[src/rtl/fetch_pkg.sv]
// Shared types and constants for the instruction fetch buffer.
package fetch_pkg;

  localparam int XLEN_DEFAULT = 32;
  localparam logic [31:0] NOP_INSTR = 32'h0000_0013;

  typedef struct packed {
    logic [XLEN_DEFAULT-1:0] pc;
    logic [XLEN_DEFAULT-1:0] instr;
    logic                    misaligned;
    logic                    done;
  } fetch_entry_t;

endpackage

[src/rtl/fetch_entry_ram.sv]
// DEPTH-entry fetch storage: allocate-write, response-write, one combinational
// read port (also the pop port) and a bulk clear of the done bits.
module fetch_entry_ram
  import fetch_pkg::*;
#(
  parameter int DEPTH = 4,
  parameter int XLEN  = XLEN_DEFAULT,
  localparam int PW   = $clog2(DEPTH)
) (
  input  logic            clk,
  input  logic            reset_n,
  input  logic            clear,
  input  logic            alloc_en,
  input  logic [PW-1:0]   alloc_idx,
  input  logic [XLEN-1:0] alloc_pc,
  input  logic            alloc_mis,
  input  logic            rsp_en,
  input  logic [PW-1:0]   rsp_idx,
  input  logic [XLEN-1:0] rsp_data,
  input  logic            pop_en,
  input  logic [PW-1:0]   rd_idx,
  output logic [XLEN-1:0] rd_pc,
  output logic [XLEN-1:0] rd_instr,
  output logic            rd_mis,
  output logic            rd_done
);

  logic [XLEN-1:0]  pc_q    [DEPTH];
  logic [XLEN-1:0]  pc_d    [DEPTH];
  logic [XLEN-1:0]  instr_q [DEPTH];
  logic [XLEN-1:0]  instr_d [DEPTH];
  logic [DEPTH-1:0] mis_q, mis_d;
  logic [DEPTH-1:0] done_q, done_d;

  // Clear only drops done bits; payload is stale but never presented as valid.
  always_comb begin
    pc_d    = pc_q;
    instr_d = instr_q;
    mis_d   = mis_q;
    done_d  = done_q;
    if (clear) begin
      done_d = '0;
    end else begin
      if (alloc_en) begin
        pc_d[alloc_idx]   = alloc_pc;
        mis_d[alloc_idx]  = alloc_mis;
        done_d[alloc_idx] = 1'b0;
      end
      if (rsp_en) begin
        instr_d[rsp_idx] = rsp_data;
        done_d[rsp_idx]  = 1'b1;
      end
      if (pop_en) begin
        done_d[rd_idx] = 1'b0;
      end
    end
  end

  always_ff @(posedge clk or negedge reset_n) begin
    if (!reset_n) begin
      for (int i = 0; i < DEPTH; i++) begin
        pc_q[i]    <= '0;
        instr_q[i] <= '0;
      end
      mis_q  <= '0;
      done_q <= '0;
    end else begin
      pc_q    <= pc_d;
      instr_q <= instr_d;
      mis_q   <= mis_d;
      done_q  <= done_d;
    end
  end

  assign rd_pc    = pc_q[rd_idx];
  assign rd_instr = instr_q[rd_idx];
  assign rd_mis   = mis_q[rd_idx];
  assign rd_done  = done_q[rd_idx];

endmodule

[src/rtl/fetch_buffer.sv]
// Fetch stage: issues one imem read per accepted PC, pairs in-order responses
// with their PCs and hands them to decode; flush drops buffered and in-flight work.
module fetch_buffer
  import fetch_pkg::*;
#(
  parameter int DEPTH = 4,
  parameter int XLEN  = XLEN_DEFAULT
) (
  input  logic            clk,
  input  logic            reset_n,
  input  logic            pc_valid,
  output logic            pc_ready,
  input  logic [XLEN-1:0] pc_in,
  input  logic            flush,
  output logic            imem_req_valid,
  input  logic            imem_req_ready,
  output logic [XLEN-1:0] imem_req_addr,
  input  logic            imem_rsp_valid,
  input  logic [XLEN-1:0] imem_rsp_data,
  output logic            if_valid,
  input  logic            if_ready,
  output logic [XLEN-1:0] if_pc,
  output logic [XLEN-1:0] if_instr,
  output logic            if_misaligned
);

  localparam int PW = $clog2(DEPTH);
  localparam int CW = PW + 1;
  // Headroom for responses still owed from several back-to-back flushes.
  localparam int DW = PW + 3;

  // Handshakes: a transfer happens on a rising edge where valid & ready are
  // both high; pc_ready is that condition for the PC/imem-request pair.
  logic [PW-1:0] wr_ptr_q, wr_ptr_d;
  logic [PW-1:0] rsp_ptr_q, rsp_ptr_d;
  logic [PW-1:0] rd_ptr_q, rd_ptr_d;
  logic [CW-1:0] alloc_cnt_q, alloc_cnt_d;
  logic [DW-1:0] drop_cnt_q, drop_cnt_d;

  logic            head_done;
  logic [XLEN-1:0] head_pc, head_instr;
  logic            head_mis;
  logic            pop, rsp_wr, outstanding;
  logic [PW:0]     issued_out;
  logic [DW-1:0]   inflight;

  assign imem_req_valid = reset_n & pc_valid & ~flush & (alloc_cnt_q < CW'(DEPTH));
  assign pc_ready       = imem_req_valid & imem_req_ready;
  assign imem_req_addr  = {pc_in[XLEN-1:2], 2'b00};

  assign if_valid      = ~flush & (alloc_cnt_q != '0) & head_done;
  assign if_pc         = head_pc;
  assign if_instr      = head_instr;
  assign if_misaligned = head_mis;

  assign pop    = if_valid & if_ready;
  assign rsp_wr = imem_rsp_valid & ~flush & (drop_cnt_q == '0);

  // wr_ptr == rsp_ptr is ambiguous between none and DEPTH outstanding; a full
  // buffer whose head has not returned means every entry is still in flight.
  always_comb begin
    issued_out = {1'b0, wr_ptr_q - rsp_ptr_q};
    if (alloc_cnt_q == CW'(DEPTH) && !head_done) begin
      issued_out = CW'(DEPTH);
    end
    inflight    = DW'(issued_out) + drop_cnt_q;
    outstanding = (inflight != '0);
  end

  always_comb begin
    wr_ptr_d    = wr_ptr_q;
    rsp_ptr_d   = rsp_ptr_q;
    rd_ptr_d    = rd_ptr_q;
    alloc_cnt_d = alloc_cnt_q;
    drop_cnt_d  = drop_cnt_q;
    if (flush) begin
      wr_ptr_d    = '0;
      rsp_ptr_d   = '0;
      rd_ptr_d    = '0;
      alloc_cnt_d = '0;
      drop_cnt_d  = inflight - DW'(imem_rsp_valid);
    end else begin
      if (pc_ready) wr_ptr_d = wr_ptr_q + 1'b1;
      if (imem_rsp_valid) begin
        if (drop_cnt_q != '0) drop_cnt_d = drop_cnt_q - 1'b1;
        else                  rsp_ptr_d  = rsp_ptr_q + 1'b1;
      end
      if (pop) rd_ptr_d = rd_ptr_q + 1'b1;
      alloc_cnt_d = alloc_cnt_q + CW'(pc_ready) - CW'(pop);
    end
  end

  always_ff @(posedge clk or negedge reset_n) begin
    if (!reset_n) begin
      wr_ptr_q    <= '0;
      rsp_ptr_q   <= '0;
      rd_ptr_q    <= '0;
      alloc_cnt_q <= '0;
      drop_cnt_q  <= '0;
    end else begin
      wr_ptr_q    <= wr_ptr_d;
      rsp_ptr_q   <= rsp_ptr_d;
      rd_ptr_q    <= rd_ptr_d;
      alloc_cnt_q <= alloc_cnt_d;
      drop_cnt_q  <= drop_cnt_d;
    end
  end

  fetch_entry_ram #(.DEPTH(DEPTH), .XLEN(XLEN)) u_ram (
    .clk       (clk),
    .reset_n   (reset_n),
    .clear     (flush),
    .alloc_en  (pc_ready),
    .alloc_idx (wr_ptr_q),
    .alloc_pc  (pc_in),
    .alloc_mis (|pc_in[1:0]),
    .rsp_en    (rsp_wr),
    .rsp_idx   (rsp_ptr_q),
    .rsp_data  (imem_rsp_data),
    .pop_en    (pop),
    .rd_idx    (rd_ptr_q),
    .rd_pc     (head_pc),
    .rd_instr  (head_instr),
    .rd_mis    (head_mis),
    .rd_done   (head_done)
  );

  always @(posedge clk) begin
    if (reset_n && imem_rsp_valid) begin
      assert (outstanding) else $error("fetch_buffer: imem response with no outstanding request");
    end
  end

endmodule

[config.mk]
export PLATFORM = sky130hd
export DESIGN_NAME = fetch_buffer
export DESIGN_NICKNAME = d
export VERILOG_FILES = /design/src/rtl/fetch_pkg.sv /design/src/rtl/fetch_entry_ram.sv /design/src/rtl/fetch_buffer.sv
export SDC_FILE = /design/constraint.sdc
export NUM_CORES = 1
export LEC_CHECK = 0
export ABC_AREA = 1
export CAP_MARGIN = 30
export CORE_ASPECT_RATIO = 1.5
export CORE_MARGIN = 10
export CORE_UTILIZATION = 49
export DETAILED_ROUTE_END_ITERATION = 12
export PLACE_DENSITY = 0.7
export SYNTH_ARGS = -nofsm -noshare
export SYNTH_HDL_FRONTEND = slang
export SYNTH_SLANG_ARGS = --single-unit
[constraint.sdc]
create_clock -name clk -period 7.2 [get_ports clk]
set_input_delay 1.08 -clock clk [delete_from_list [all_inputs] [get_ports clk]]
set_output_delay 1.08 -clock clk [all_outputs]
set_load 0.05 [all_outputs]
==> impl_metrics.tcl <==
set metrics [dict create \
    hold_viol 0 \
    critPathSlowestCell "clkdlybuf4s50_1" \
    clk_pin_slew_ns 0.07 \
    p_leak_nw 8.47 \
    root_buffer "clkbuf_16" \
    ir_worst_vdd_uv 290 \
    post-cts-setup-buffer-count 0 \
    clock_sinks 278 \
    finalSetupViolCount 0 \
    layout_common_cells "816 x nand2_1, 276 x dfrtp_1, 167 x clkdlybuf4s50_1, 151 x o21ai_0, 147 x nor2_1" \
    core_um2 27000 \
    rows 74 \
    clockBufferDepth 3 \
    cp_top_family "buffers and inverters" \
    die-area_um2 34400 \
    grt_max_degree 90 \
    io_pins 171 \
    finalWorstSetupSlack_ns 2.26 \
    hold_path_class "reg2reg" \
    crit_type "reg2out" \
    n_antenna_cell 0 \
    worst_ep_required_time_ns 6.12 \
    first_global_vias 11487 \
    antenna_found_initial 0 \
    overflow 0 \
    wl_per_cell_um 16.9 \
    dpl.cell_count 2102 \
    multi_input_area_um2 5450 \
    ys_seq_area_frac 0.521 \
    hold_buffers 0 \
    cts_resized 0 \
    ys_types 28 \
    powerDensity_nw_per_um2 292 \
    fin_crit_sh 0.686 \
    htreeDepth 1 \
    drcViolationCount 0 \
    track_usage 0.205 \
    synth_area_um2 13400 \
    clock_latency_ns 0.53 \
    slew_headroom 0.370 \
    crit_chain "inv_4 > buf_4 > o21ai_0 > o22ai_1 > clkdlybuf4s50_1" \
    critPathMaxFanout 88 \
    drtIter0Drc 728 \
    dp_slack_ns 2.40 \
    utilization 0.580 \
    post-dp-hpwl_mm 21.5 \
    avgSynthCellArea_um2 7.82 \
    ant_nets 0 \
    wl_mm 36.5 \
    seqCellArea_um2 6960 \
    rsz0062_at_grt "no" \
    fillers 2540 \
    first_pass_iters 5 \
    drive_gt1_frac 0.0426 \
    crit_buf_inv 3 \
    instances_no_fill 2151 \
    tns_ns 0 \
    grt_pass1_wl_mm 59.1 \
    portBuffers 168 \
    endpoint_kind "primary output" \
    skew_ns 0.00712 \
    critPathMaxStageDelay_ns 0.86 \
    drv_cap 0 \
    ys_ff_latch 278 \
    die_x_um 155 \
    crit_arrival_ns 3.86 \
    die_h_um 222 \
    cts_made_buffers 27 \
    tightest_slew_ns 0.946 \
    final_common_cell "nand2_1" \
    floorplan.initialDensity 0.494 \
    vias_per_cell 5.31 \
    nets 1886 \
    drv_slew 0 \
    gp_congestion 0.805 \
    startpoint_type "register" \
    yosysWarnings 0 \
    cts_tree "done" \
    num_vias 11431 \
    syn-instance-count 1707 \
    timing.fmax_ghz 0.203 \
    syn2layout_area_growth_pct 17.4 \
    outcome "finished clean" \
    period_needed_ns 4.94 \
]
-- path summary, 6_finish.rpt --
kind / startpoint / end / slack (ns) / cells past startpoint
setup reg to reg: rd_ptr_q[0] / drop_cnt_q[4] / 3.53 / 19
max in group asynchronous: reset_n / rd_ptr_q[0] / 4.51 / 3
hold / removal: u_ram.pc_q[94] / u_ram.pc_q[94] / 0.47 / 2
hold reg to reg: u_ram.pc_q[94] / u_ram.pc_q[94] / 0.47 / 2
min in group asynchronous: reset_n / u_ram.pc_q[57] / 0.52 / 1
setup / recovery: rd_ptr_q[0] / if_instr[28] / 2.26 / 5
-- Yosys cell counts, drive strengths merged --
cell | count | area [um2]
xor2 | 2 | 17.5
o21ai | 151 | 756
dfrtp | 278 | 6960
or2 | 1 | 6.26
conb | 1 | 3.75
nand4 | 2 | 18.8
ha | 24 | 300
nor2 | 149 | 574
a21oi | 6 | 30.0
nand2 | 820 | 3110
inv | 50 | 188
clkbuf | 49 | 184
xnor2 | 2 | 17.5
nand3 | 24 | 140
clkinv | 1 | 3.75
o22ai | 65 | 407
buf | 78 | 574
nor3 | 1 | 16.3
o2bb2ai | 1 | 8.76
fa | 2 | 40.0
-- layer usage --
metal / GRT usage / vias up / wire length (um)
li1: - / 5485 / -
met1: 0.246 / 5515 / 14800
met2: 0.359 / 371 / 18300
met3: 0.0390 / 60 / 2400
met4: 0.0681 / 0 / 965
met5: 0 / - / 0
-- registers in the layout (all words and copies together), names as in the netlist --
name           cells
u_ram.done_q       4
wr_ptr_q           2
u_ram.instr_q    128
u_ram.mis_q        4
alloc_cnt_q        3
u_ram.pc_q       128
rsp_ptr_q          2
drop_cnt_q         5
rd_ptr_q           2
-- report_power, final --
group          internal [mW]  leakage (nW)  switching [mW]
Sequential              1.74          3.78           0.100
Combinational          0.458          4.26           0.884
Clock                  0.802         0.425           0.600
Total                   3.00          8.47            1.58
-- worst reg2reg max path: stages (launching register included) --
cell and delay (ns):
dfrtp_4 0.70, inv_4 0.74, nand2_1 0.15, nand3_1 0.11, nand2_1 0.10, nand3_1 0.15, nand2_1 0.09, ha_1 0.27
inv_1 0.06, ha_1 0.17, inv_1 0.06, fa_1 0.40, inv_1 0.07, nand2_1 0.04, nand2_1 0.09, nand2_1 0.06
o21ai_0 0.07, nand3_1 0.09, nand2_1 0.10, nand2_1 0.05
-- cell type report --
| cell class | count | share of cell area |
|---|---|---|
| clock inverter | 6 | 0.00415 |
| sequential | 278 | 0.444 |
| clock buffer | 43 | 0.0514 |
| timing repair buffer | 179 | 0.113 |
| inverter | 51 | 0.0124 |
| tap | 342 | 0.0273 |
| multi-input combinational | 1252 | 0.348 |
-- through the flow --
step	cell area, um2	total power, mW	hold slack, ns
global route	15700	4.80	0.490
global placement	14800	3.19	0.456
CTS	15700	4.62	0.475
finish	15700	4.58	0.472
floorplan	13400	2.74	0.444
detailed placement	14800	3.21	0.460
-- cell families after synthesis --
family / share of synthesized area
buf+inv: 0.0711
other cells: 0.000281
xor+xnor: 0.00262
compound gates: 0.0900
simple gates: 0.289
fa+ha+maj: 0.0255
flops: 0.521
(Power assumes the default switching activity.)
